File: config.mk
export PLATFORM = sky130hd
export DESIGN_NAME = prt_scaler_lib_fifo_sc_fwft
export DESIGN_NICKNAME = d
export VERILOG_FILES = /design/src/rtl/prt_scaler_lib_pkg.sv /design/src/rtl/prt_scaler_lib_sdp_ram_sc.sv /design/src/rtl/prt_scaler_lib_fifo_sc_fwft.sv
export SDC_FILE = /design/constraint.sdc
export NUM_CORES = 2
export LEC_CHECK = 0
export ABC_AREA = 1
export CAP_MARGIN = 10
export CORE_MARGIN = 3
export CORE_UTILIZATION = 55
export CTS_CLUSTER_SIZE = 14
export DETAILED_ROUTE_END_ITERATION = 7
export HOLD_SLACK_MARGIN = 0.12
export PLACE_DENSITY_LB_ADDON = 0.1
export SLEW_MARGIN = 20
export SYNTH_ARGS = -nofsm -noshare
export SYNTH_HDL_FRONTEND = slang
export SYNTH_SLANG_ARGS = --single-unit
File: constraint.sdc
create_clock -name CLK_IN -period 10 [get_ports CLK_IN]
set_input_delay 2 -clock CLK_IN [delete_from_list [all_inputs] [get_ports CLK_IN]]
set_output_delay 2 -clock CLK_IN [all_outputs]
set_load 0.03 [all_outputs]
File: src/rtl/prt_scaler_lib_pkg.sv
// Shared constants for the scaler library FIFOs.
package prt_scaler_lib_pkg;

    localparam string P_MODE_STD  = "std";
    localparam string P_MODE_FWFT = "fwft";

    // Default almost-full level: four words below the full depth.
    function automatic int af_lvl_default(input int adr_width);
        return (1 << adr_width) - 4;
    endfunction

endpackage

File: src/rtl/prt_scaler_lib_sdp_ram_sc.sv
// Simple dual-port RAM, one clock, registered read port with reset/clear.
module prt_scaler_lib_sdp_ram_sc #(
    parameter string P_RAM_STYLE = "distributed",
    parameter int    P_ADR_WIDTH = 7,
    parameter int    P_DAT_WIDTH = 32
) (
    input  logic                   RST_IN,
    input  logic                   CLK_IN,
    input  logic                   CLR_IN,
    input  logic                   WR_IN,
    input  logic [P_ADR_WIDTH-1:0] WADR_IN,
    input  logic [P_DAT_WIDTH-1:0] WDAT_IN,
    input  logic                   RD_IN,
    input  logic [P_ADR_WIDTH-1:0] RADR_IN,
    output logic [P_DAT_WIDTH-1:0] RDAT_OUT
);

    logic [P_DAT_WIDTH-1:0] mem_rd;

    if (P_RAM_STYLE == "block") begin : g_block
        (* ram_style = "block" *) logic [P_DAT_WIDTH-1:0] mem [2**P_ADR_WIDTH];
        // Write port
        always_ff @(posedge CLK_IN) begin
            if (WR_IN) mem[WADR_IN] <= WDAT_IN;
        end
        assign mem_rd = mem[RADR_IN];
    end else begin : g_dist
        (* ram_style = "distributed" *) logic [P_DAT_WIDTH-1:0] mem [2**P_ADR_WIDTH];
        // Write port
        always_ff @(posedge CLK_IN) begin
            if (WR_IN) mem[WADR_IN] <= WDAT_IN;
        end
        assign mem_rd = mem[RADR_IN];
    end

    // Registered read; holds its value when no read is issued
    always_ff @(posedge CLK_IN or posedge RST_IN) begin
        if (RST_IN)      RDAT_OUT <= '0;
        else if (CLR_IN) RDAT_OUT <= '0;
        else if (RD_IN)  RDAT_OUT <= mem_rd;
    end

endmodule

File: src/rtl/prt_scaler_lib_fifo_sc_fwft.sv
// Single-clock FIFO with standard (registered read) or first-word-fall-through read mode.
module prt_scaler_lib_fifo_sc_fwft
    import prt_scaler_lib_pkg::*;
#(
    parameter string P_MODE      = P_MODE_STD,
    parameter string P_RAM_STYLE = "distributed",
    parameter int    P_ADR_WIDTH = 7,
    parameter int    P_DAT_WIDTH = 32,
    parameter int    P_AE_LVL    = 4,
    parameter int    P_AF_LVL    = af_lvl_default(P_ADR_WIDTH)
) (
    input  logic                   RST_IN,
    input  logic                   CLK_IN,
    input  logic                   CLR_IN,
    input  logic                   WR_IN,
    input  logic [P_DAT_WIDTH-1:0] DAT_IN,
    input  logic                   RD_IN,
    output logic [P_DAT_WIDTH-1:0] DAT_OUT,
    output logic                   DE_OUT,
    output logic [P_ADR_WIDTH:0]   WRDS_OUT,
    output logic                   EP_OUT,
    output logic                   FL_OUT,
    output logic                   AE_OUT,
    output logic                   AF_OUT,
    output logic                   OVF_OUT,
    output logic                   UDF_OUT
);

    localparam int                 D      = 1 << P_ADR_WIDTH;
    localparam logic [P_ADR_WIDTH:0] DEPTH  = D[P_ADR_WIDTH:0];
    localparam logic [P_ADR_WIDTH:0] AE_LVL = P_AE_LVL[P_ADR_WIDTH:0];
    localparam logic [P_ADR_WIDTH:0] AF_LVL = P_AF_LVL[P_ADR_WIDTH:0];
    localparam logic [P_ADR_WIDTH:0] ONE    = 1;
    localparam logic                 AF_RST = (P_AF_LVL == 0);

    logic [P_ADR_WIDTH:0]   wp, rp, occ, occ_nxt;
    logic                   wr_acc, rd_acc, ram_re, udf_evt;
    logic                   fl_r, ae_r, af_r, ovf_r, udf_r;
    logic [P_DAT_WIDTH-1:0] ram_q;

    // Full flag is registered, so a read in the same cycle cannot make room for a write
    assign wr_acc = WR_IN && !fl_r && !CLR_IN;

    prt_scaler_lib_sdp_ram_sc #(
        .P_RAM_STYLE (P_RAM_STYLE),
        .P_ADR_WIDTH (P_ADR_WIDTH),
        .P_DAT_WIDTH (P_DAT_WIDTH)
    ) u_ram (
        .RST_IN   (RST_IN),
        .CLK_IN   (CLK_IN),
        .CLR_IN   (CLR_IN),
        .WR_IN    (wr_acc),
        .WADR_IN  (wp[P_ADR_WIDTH-1:0]),
        .WDAT_IN  (DAT_IN),
        .RD_IN    (ram_re),
        .RADR_IN  (rp[P_ADR_WIDTH-1:0]),
        .RDAT_OUT (ram_q)
    );

    // Occupancy update: counts every word held, wherever it sits
    always_comb begin
        occ_nxt = occ;
        case ({wr_acc, rd_acc})
            2'b10:   occ_nxt = occ + ONE;
            2'b01:   occ_nxt = occ - ONE;
            default: occ_nxt = occ;
        endcase
    end

    // Pointers, occupancy and flags; flags follow occ on the same edge
    always_ff @(posedge CLK_IN or posedge RST_IN) begin
        if (RST_IN) begin
            wp <= '0; rp <= '0; occ <= '0;
            fl_r <= 1'b0; ae_r <= 1'b1; af_r <= AF_RST; ovf_r <= 1'b0; udf_r <= 1'b0;
        end else if (CLR_IN) begin
            wp <= '0; rp <= '0; occ <= '0;
            fl_r <= 1'b0; ae_r <= 1'b1; af_r <= AF_RST; ovf_r <= 1'b0; udf_r <= 1'b0;
        end else begin
            if (wr_acc) wp <= wp + ONE;
            if (ram_re) rp <= rp + ONE;
            occ  <= occ_nxt;
            fl_r <= (occ_nxt == DEPTH);
            ae_r <= (occ_nxt <= AE_LVL);
            af_r <= (occ_nxt >= AF_LVL);
            if (WR_IN && fl_r) ovf_r <= 1'b1;
            if (udf_evt)       udf_r <= 1'b1;
        end
    end

    if (P_MODE == P_MODE_FWFT) begin : g_fwft
        logic [P_DAT_WIDTH-1:0] skid [2];
        logic [P_DAT_WIDTH-1:0] dat_r;
        logic [1:0]             skid_cnt, pipe_cnt;
        logic                   ram_vld, de_r, ld_out, ld_skid, push_skid;

        assign rd_acc   = RD_IN && de_r && !CLR_IN;
        assign udf_evt  = RD_IN && !de_r;
        // Words past the RAM: in-flight read, skid entries and the output register (max 3)
        assign pipe_cnt = {1'b0, ram_vld} + skid_cnt + {1'b0, de_r};
        // Prefetch whenever the downstream slots can absorb one more word after this cycle's pop
        assign ram_re   = !CLR_IN && ((wp - rp) != '0) && ((pipe_cnt - {1'b0, rd_acc}) <= 2'd2);
        assign ld_out   = !de_r || rd_acc;
        // Skid holds older words than the RAM output, so it drains first
        assign ld_skid  = ld_out && (skid_cnt != 2'd0);
        assign push_skid = ram_vld && !(ld_out && (skid_cnt == 2'd0));

        // Output register, skid occupancy and in-flight read tracking
        always_ff @(posedge CLK_IN or posedge RST_IN) begin
            if (RST_IN) begin
                ram_vld <= 1'b0; skid_cnt <= 2'd0; de_r <= 1'b0; dat_r <= '0;
            end else if (CLR_IN) begin
                ram_vld <= 1'b0; skid_cnt <= 2'd0; de_r <= 1'b0; dat_r <= '0;
            end else begin
                ram_vld <= ram_re;
                if (ld_out) begin
                    if (skid_cnt != 2'd0) begin
                        dat_r <= skid[0];
                        de_r  <= 1'b1;
                    end else if (ram_vld) begin
                        dat_r <= ram_q;
                        de_r  <= 1'b1;
                    end else begin
                        de_r  <= 1'b0;
                    end
                end
                if (ld_skid && !push_skid)      skid_cnt <= skid_cnt - 2'd1;
                else if (!ld_skid && push_skid) skid_cnt <= skid_cnt + 2'd1;
            end
        end

        // Skid data; entry 0 is always the oldest word
        always_ff @(posedge CLK_IN) begin
            if (ld_skid && push_skid) begin
                if (skid_cnt == 2'd1) skid[0] <= ram_q;
                else begin
                    skid[0] <= skid[1];
                    skid[1] <= ram_q;
                end
            end else if (ld_skid) begin
                skid[0] <= skid[1];
            end else if (push_skid) begin
                if (skid_cnt == 2'd0) skid[0] <= ram_q;
                else                  skid[1] <= ram_q;
            end
        end

        assign DAT_OUT = dat_r;
        assign DE_OUT  = de_r;
        assign EP_OUT  = !de_r;
    end else begin : g_std
        logic ep_r, de_r;

        assign rd_acc  = RD_IN && !ep_r && !CLR_IN;
        assign ram_re  = rd_acc;
        assign udf_evt = RD_IN && ep_r;

        // Empty flag and one-cycle data-valid pulse
        always_ff @(posedge CLK_IN or posedge RST_IN) begin
            if (RST_IN) begin
                ep_r <= 1'b1; de_r <= 1'b0;
            end else if (CLR_IN) begin
                ep_r <= 1'b1; de_r <= 1'b0;
            end else begin
                ep_r <= (occ_nxt == '0);
                de_r <= rd_acc;
            end
        end

        assign DAT_OUT = ram_q;
        assign DE_OUT  = de_r;
        assign EP_OUT  = ep_r;
    end

    assign WRDS_OUT = occ;
    assign FL_OUT   = fl_r;
    assign AE_OUT   = ae_r;
    assign AF_OUT   = af_r;
    assign OVF_OUT  = ovf_r;
    assign UDF_OUT  = udf_r;

endmodule
# Word level (Yosys, flattened, before mapping)
# Memory sizes are Yosys's and may differ from the RTL's.
# Cells that the tools add are included.
# W data, S select, Z words.
# totals
ff_bits,63
latchBits,0
mem_bits_rw,4096
mem_bits_ro,0
inputBits,37
output_inout_bits,47
word_cells,54
memories,1
# op_classes
n_addsub,4
mul,0
div,0
order_cmp,2
n_eq_ne,3
n_shift,0
mux,19
bitwise_logic,0
reduce_logical,14
# memory_table
memory,words,word_bits,rd,rd_clocked_by_memory_dff,wr,line_no,text
u_ram.g_dist.mem,128,32,1,0,1,prt_scaler_lib_sdp_ram_sc.sv:28,"(* ram_style = ""distributed"" *) logic [P_DAT_WIDTH-1:0] mem [2**P_ADR_WIDTH];"
# ops
cell,count
$mux W32,2
$mux W8,5
$add A8 B1 Y8 const B,3
$pmux W8 S2,1
$mux W1,11
$eq A8 B8 Y1 const B,1
$ge A8 B7 Y1 const B,1
$le A8 B3 Y1 const B,1
$logic_not A8 Y1,1
$reduce_bool A2 Y1,4
$sub A8 B1 Y8 const B,1
$logic_and A1 B1 Y1,6
$logic_not A1 Y1,3
$eq A2 B1 Y1 const B,1
$eq A2 B2 Y1 const B,1

# Logic depth before layout (Yosys ltp)
# depth
depth_word,7
depth_mapped,23

# By module
# From an unflattened synthesis, not the netlist that was laid out.
# hier_totals
cells_unflattened,13788
area_unflattened_um2,167789.7
# modules_own_cells
module,n_inst,cells_per_inst,area_per_inst_um2
prt_scaler_lib_sdp_ram_sc,1,13526,165941.7
prt_scaler_lib_fifo_sc_fwft,1,262,1848.0

# Worst setup path before layout
# Ideal clock, no wire load.
# synth_path
path_kind,in2reg
from,in CLR_IN
to,"mem u_ram.g_dist.mem[91][0], enable pin"
setup_ns,0.501
arrival_time_ns,5.654
setup_slack_ns,3.845
path_stages,5
path_buffers,2
path_cell_list,clkbuf_1 -> nor2_1 -> buf_2 -> nand2_1 -> nor4_1
# synth_via
elab_chain_cells,4
# synth_lines
element,line_no,text
from (decl),prt_scaler_lib_fifo_sc_fwft.sv:14,"input logic CLR_IN,"
$logic_not A1 Y1,prt_scaler_lib_fifo_sc_fwft.sv:42,assign wr_acc = WR_IN && !fl_r && !CLR_IN;
$logic_and A1 B1 Y1,prt_scaler_lib_fifo_sc_fwft.sv:42,
$mux W1,prt_scaler_lib_sdp_ram_sc.sv:31,if (WR_IN) mem[WADR_IN] <= WDAT_IN;
$mux W1 (not written as such),prt_scaler_lib_sdp_ram_sc.sv:31,
to (decl),prt_scaler_lib_sdp_ram_sc.sv:28,
# No other way between the ends.

# Final worst setup path
# layout_path
from,reg rp[0]
to,reg u_ram.RDAT_OUT[5]
# layout_via
elab_chain_cells,3
# layout_lines
element,line_no,text
from (decl),prt_scaler_lib_fifo_sc_fwft.sv:36,"logic [P_ADR_WIDTH:0] wp, rp, occ, occ_nxt;"
from (signal assigned),prt_scaler_lib_fifo_sc_fwft.sv:80,if (ram_re) rp <= rp + ONE;
$mem_v2 Z128 W32,n/a,
$mux W32,prt_scaler_lib_sdp_ram_sc.sv:40,else if (RD_IN) RDAT_OUT <= mem_rd;
$mux W32,prt_scaler_lib_sdp_ram_sc.sv:39,else if (CLR_IN) RDAT_OUT <= '0;
to (signal assigned),prt_scaler_lib_sdp_ram_sc.sv:40,
to (decl),prt_scaler_lib_sdp_ram_sc.sv:15,output logic [P_DAT_WIDTH-1:0] RDAT_OUT
# No other way between the ends. The select of a mux whose other input is x is not followed.
# A chain may end at the register's enable or synchronous reset.

==> summary.md <==
| Metric | Value |
|---|---|
| Worst path buffer plus inverter count | 3 |
| Core region area | 303000 µm² |
| Root cell of the clock tree | clkbuf_16 |
| DP Wirelength | approximately 270000 µm |
| Post-Synth Adder-Cell Area | 0.000373 |
| Worst relative slew slack | 0.233 |
| Postcts setup bufs | 0 |
| Slowest CP cell | dfrtp_4 |
| Slew Limit Fails | 0 |
| Compound-Gate Fraction of Synth Area | 0.00913 |
| Vias/cell | 6.02 |
| Final net count | 13900 |
| Cell Count, Final, Fillers Out | 18200 |
| Top-area cell type share of the netlist area | 0.733 |
| Gr usage total | 0.311 |
| RSZ-0062 raised after global routing | false |
| Number of setup violations in the final report | 0 |
| Maximum vdd drop | 0.169 mV |
| Detail Route Antenna Nets | 0 |
| Die Footprint | 312000 µm² |
| Unique masters post-synth | 36 |
| DRC violations left | 0 |
| Final hold slack | about 0.49 ns |
| Largest net degree at the start of global routing | between 200 and 250 |
| P per Cell Area | 200 nW/µm² |
| Syn_nets | 14100 |
| Synthesis Warnings | 0 |
| Mux share of post-synthesis cell area | 0.0000597 |
| Cell leakage power | approximately 66 nW |
| First-pass GRT wire length | between 700000 and 800000 µm |
| Synthesized area | 168000 µm² |
| Final Cell Area | about 190000 µm² |
| WL final | 493000 µm |
| Period Utilization, post-route | 0.555 |
| CP top delay family | buffers and inverters |
| Sequential cell area fraction in the yosys report | 0.742 |
| Filler cell count | 23400 |
| Crit Path Class | reg -> reg |
| Clk sinks | 4157 |
| Fraction of layout cells with a size suffix above 1 | 0.0701 |
| Vias | 110000 |
| # hold bufs at CTS | 0 |
| Clock Skew | 0.0560 ns |
| H-tree depth | 5 |
| DR iter-0 viols | 15200 |
| Die width | 558 µm |
| Setup TNS | 0 ns |
| Post-synthesis area per instance | 12.0 µm² |
| CP dominant cell by count | nand3_1 |
| Clock-pin slew on the worst setup and hold paths | 0.06 ns |
| Initial Util | 0.553 |
| Endpoints failing hold | 0 |
| Switch share | 0.234 |
| P&R area growth vs syn | 10.6% |
| Clock Latency Late Sink | 0.99 ns |
| Initial antenna violation count | 20 |
| Clock buffer depth | 4 |
| IO Pins | 84 |
| Max cap viols | 0 |
| Dpl cell area | roughly 170000 µm² |
| Gate power share | 0.073 |
| Post-synth top area cell | edfxtp_1 |
| Inserted Clock Buffers | around 420 |
| Worst path max stage delay | 1.03 ns |
| Post-synthesis xor/xnor area fraction | 0.000306 |
| Startpoint Class | register |
| Crit end category | register |
| Drt wl/cell | 27.0 µm |
| Fmax | about 180 MHz |
| Placer Congestion | around 0.9 |
| CTS resizes | 0 |
| Crit path DAT | 6.44 ns |
| Crit path required time | about 11 ns |
| Final Critical Period | 5.55 ns |
| Util after Layout | 0.612 |
| Sequential power share | 0.518 |
| Run status | complete, no violations |
| Die height | 558 µm |
| Synth Area in Simple Gates | 0.217 |
| CP max FO | 84 |
| Site Rows | 202 |
| Gate Count Post-Synth | 14000 |
| Largest family of logic cells by synthesized area | simple AND/OR/NAND/NOR gates |
| Vias in the first global route | 102000 |
| Synth area leaders | edfxtp_1 73%, nand2_1 12%, nand3_1 9.4%, buf_2 1.4%, buf_4 0.92% |
| Overall power | 37.1 mW |
| PortBufs | a little over 80 |
| Placed insts | about 17000 |
| Synth Register Bits | 4157 |
| Crit-path cells | buf_4 -> buf_4 -> buf_4 -> nand2_1 -> nand3_1 -> nand3_1 -> nand3_1 -> nand3_1 -> nand3_1 -> nand2_1 -> nand2_1 -> nand3_1 -> nand2_1 |
| Slew @ Worst Pin | 1.15 ns |
| Internal | 28.4 mW |
| Setup slack after layout | 4.45 ns |
| Initial DRT Pass Iterations | 6 |
| P_sw | 8.68 mW |
| Clock power share | 0.409 |
| CTS tree | yes |
| GRT overflow | 0 |
| Hold Crit Class | reg -> reg |
| Post-Place Setup Slack | 3.58 ns |
## power groups by stage
stage	sequential [mW]	combinational, mW	clock [mW]
5_1_grt	19.2	2.94	16.0
3_3_place_gp	19.6	2.63	0
4_1_cts	19.2	2.68	15.3
6_report	19.2	2.71	15.2
3_5_place_dp	19.6	2.67	0
2_1_floorplan	19.6	1.59	0
## synthesized netlist by cell type (all sizes together)
master	instances
dfstp	2
mux2i	1
nand3b	1
ha	5
and2	1
nand3	3152
a2111oi	1
buf	772
nand4	7
a211oi	1
clkinv	1
clkbuf	120
edfxtp	4096
xor2	4
xnor2	1
a21oi	288
nor4	1
o21ai	15
inv	51
nor2	204
nand2	5247
or2	2
nor3	7
dfrtp	59
## flip-flops by register name, summed over array words and instances, names as in the netlist
register	count
AE_OUT	1
AF_OUT	1
DE_OUT	1
EP_OUT	1
FL_OUT	1
OVF_OUT	1
UDF_OUT	1
WRDS_OUT	8
rp	7
u_ram.RDAT_OUT	32
u_ram.g_dist.mem	4096
wp	7
## final cells by class
type	count	area (µm²)	share of cell area
flip-flops and latches	4157	125000	0.671
clock buffers	521	11100	0.0597
diodes	15	37.5	0.000202
multi-input cells	8938	39000	0.210
repair buffers	328	3560	0.0192
well taps	3978	4980	0.0268
clock inverters	234	2070	0.0112
inverters	52	256	0.00138
## per-layer routing
metal	vias to the layer above	global-route usage	part of all wire
li1	49100	-	-
met1	54100	0.442	0.40
met2	5650	0.479	0.46
met3	886	0.0552	0.10
met4	4	0.127	0.044
met5	-	0	0.000055
## path summary, 6_finish.rpt
path                                    start            endpoint  slack, ns  cells after the start
max                                     rp[0]   u_ram.RDAT_OUT[5]       4.45                     13
min                        u_ram.RDAT_OUT[11]  u_ram.RDAT_OUT[11]       0.49                      2
max reg2reg                             rp[0]   u_ram.RDAT_OUT[5]       4.45                     13
min reg2reg                u_ram.RDAT_OUT[11]  u_ram.RDAT_OUT[11]       0.49                      2
max in group asynchronous              RST_IN               rp[4]       7.68                      3
min in group asynchronous              RST_IN             OVF_OUT       1.59                      3
## cells by family after synthesis
kind of cell,Yosys count
xor+xnor,5
compound gates,305
fa+ha+maj,5
mux,1
simple gates,8622
flops,4157
buf+inv,944
## worst register-to-register path, delay by kind of cell, from the launching register on
kind / cells / cell delay, ns
buffers and inverters: 3 / 2.57
DFF: 1 / 1.03
and+or+nand+nor: 10 / 1.89
## cells in the final DEF (no fill, tap or decap), types with 6 or more instances in the layout
cell,n
clkbuf_1,90
clkbuf_16,426
bufinv_16,33
buf_4,211
nor2_4,127
buf_12,45
nand4_1,7
a21oi_1,288
diode_2,15
clkinv_2,70
clkinv_1,100
clkinvlp_4,12
edfxtp_1,4096
nand3_1,3152
o21ai_0,14
inv_1,43
dfrtp_1,52
clkinv_4,6
buf_16,20
nor2_1,74
inv_6,7
nand2_1,5245
clkdlybuf4s50_1,51
Power figures use the tool's default switching activity.
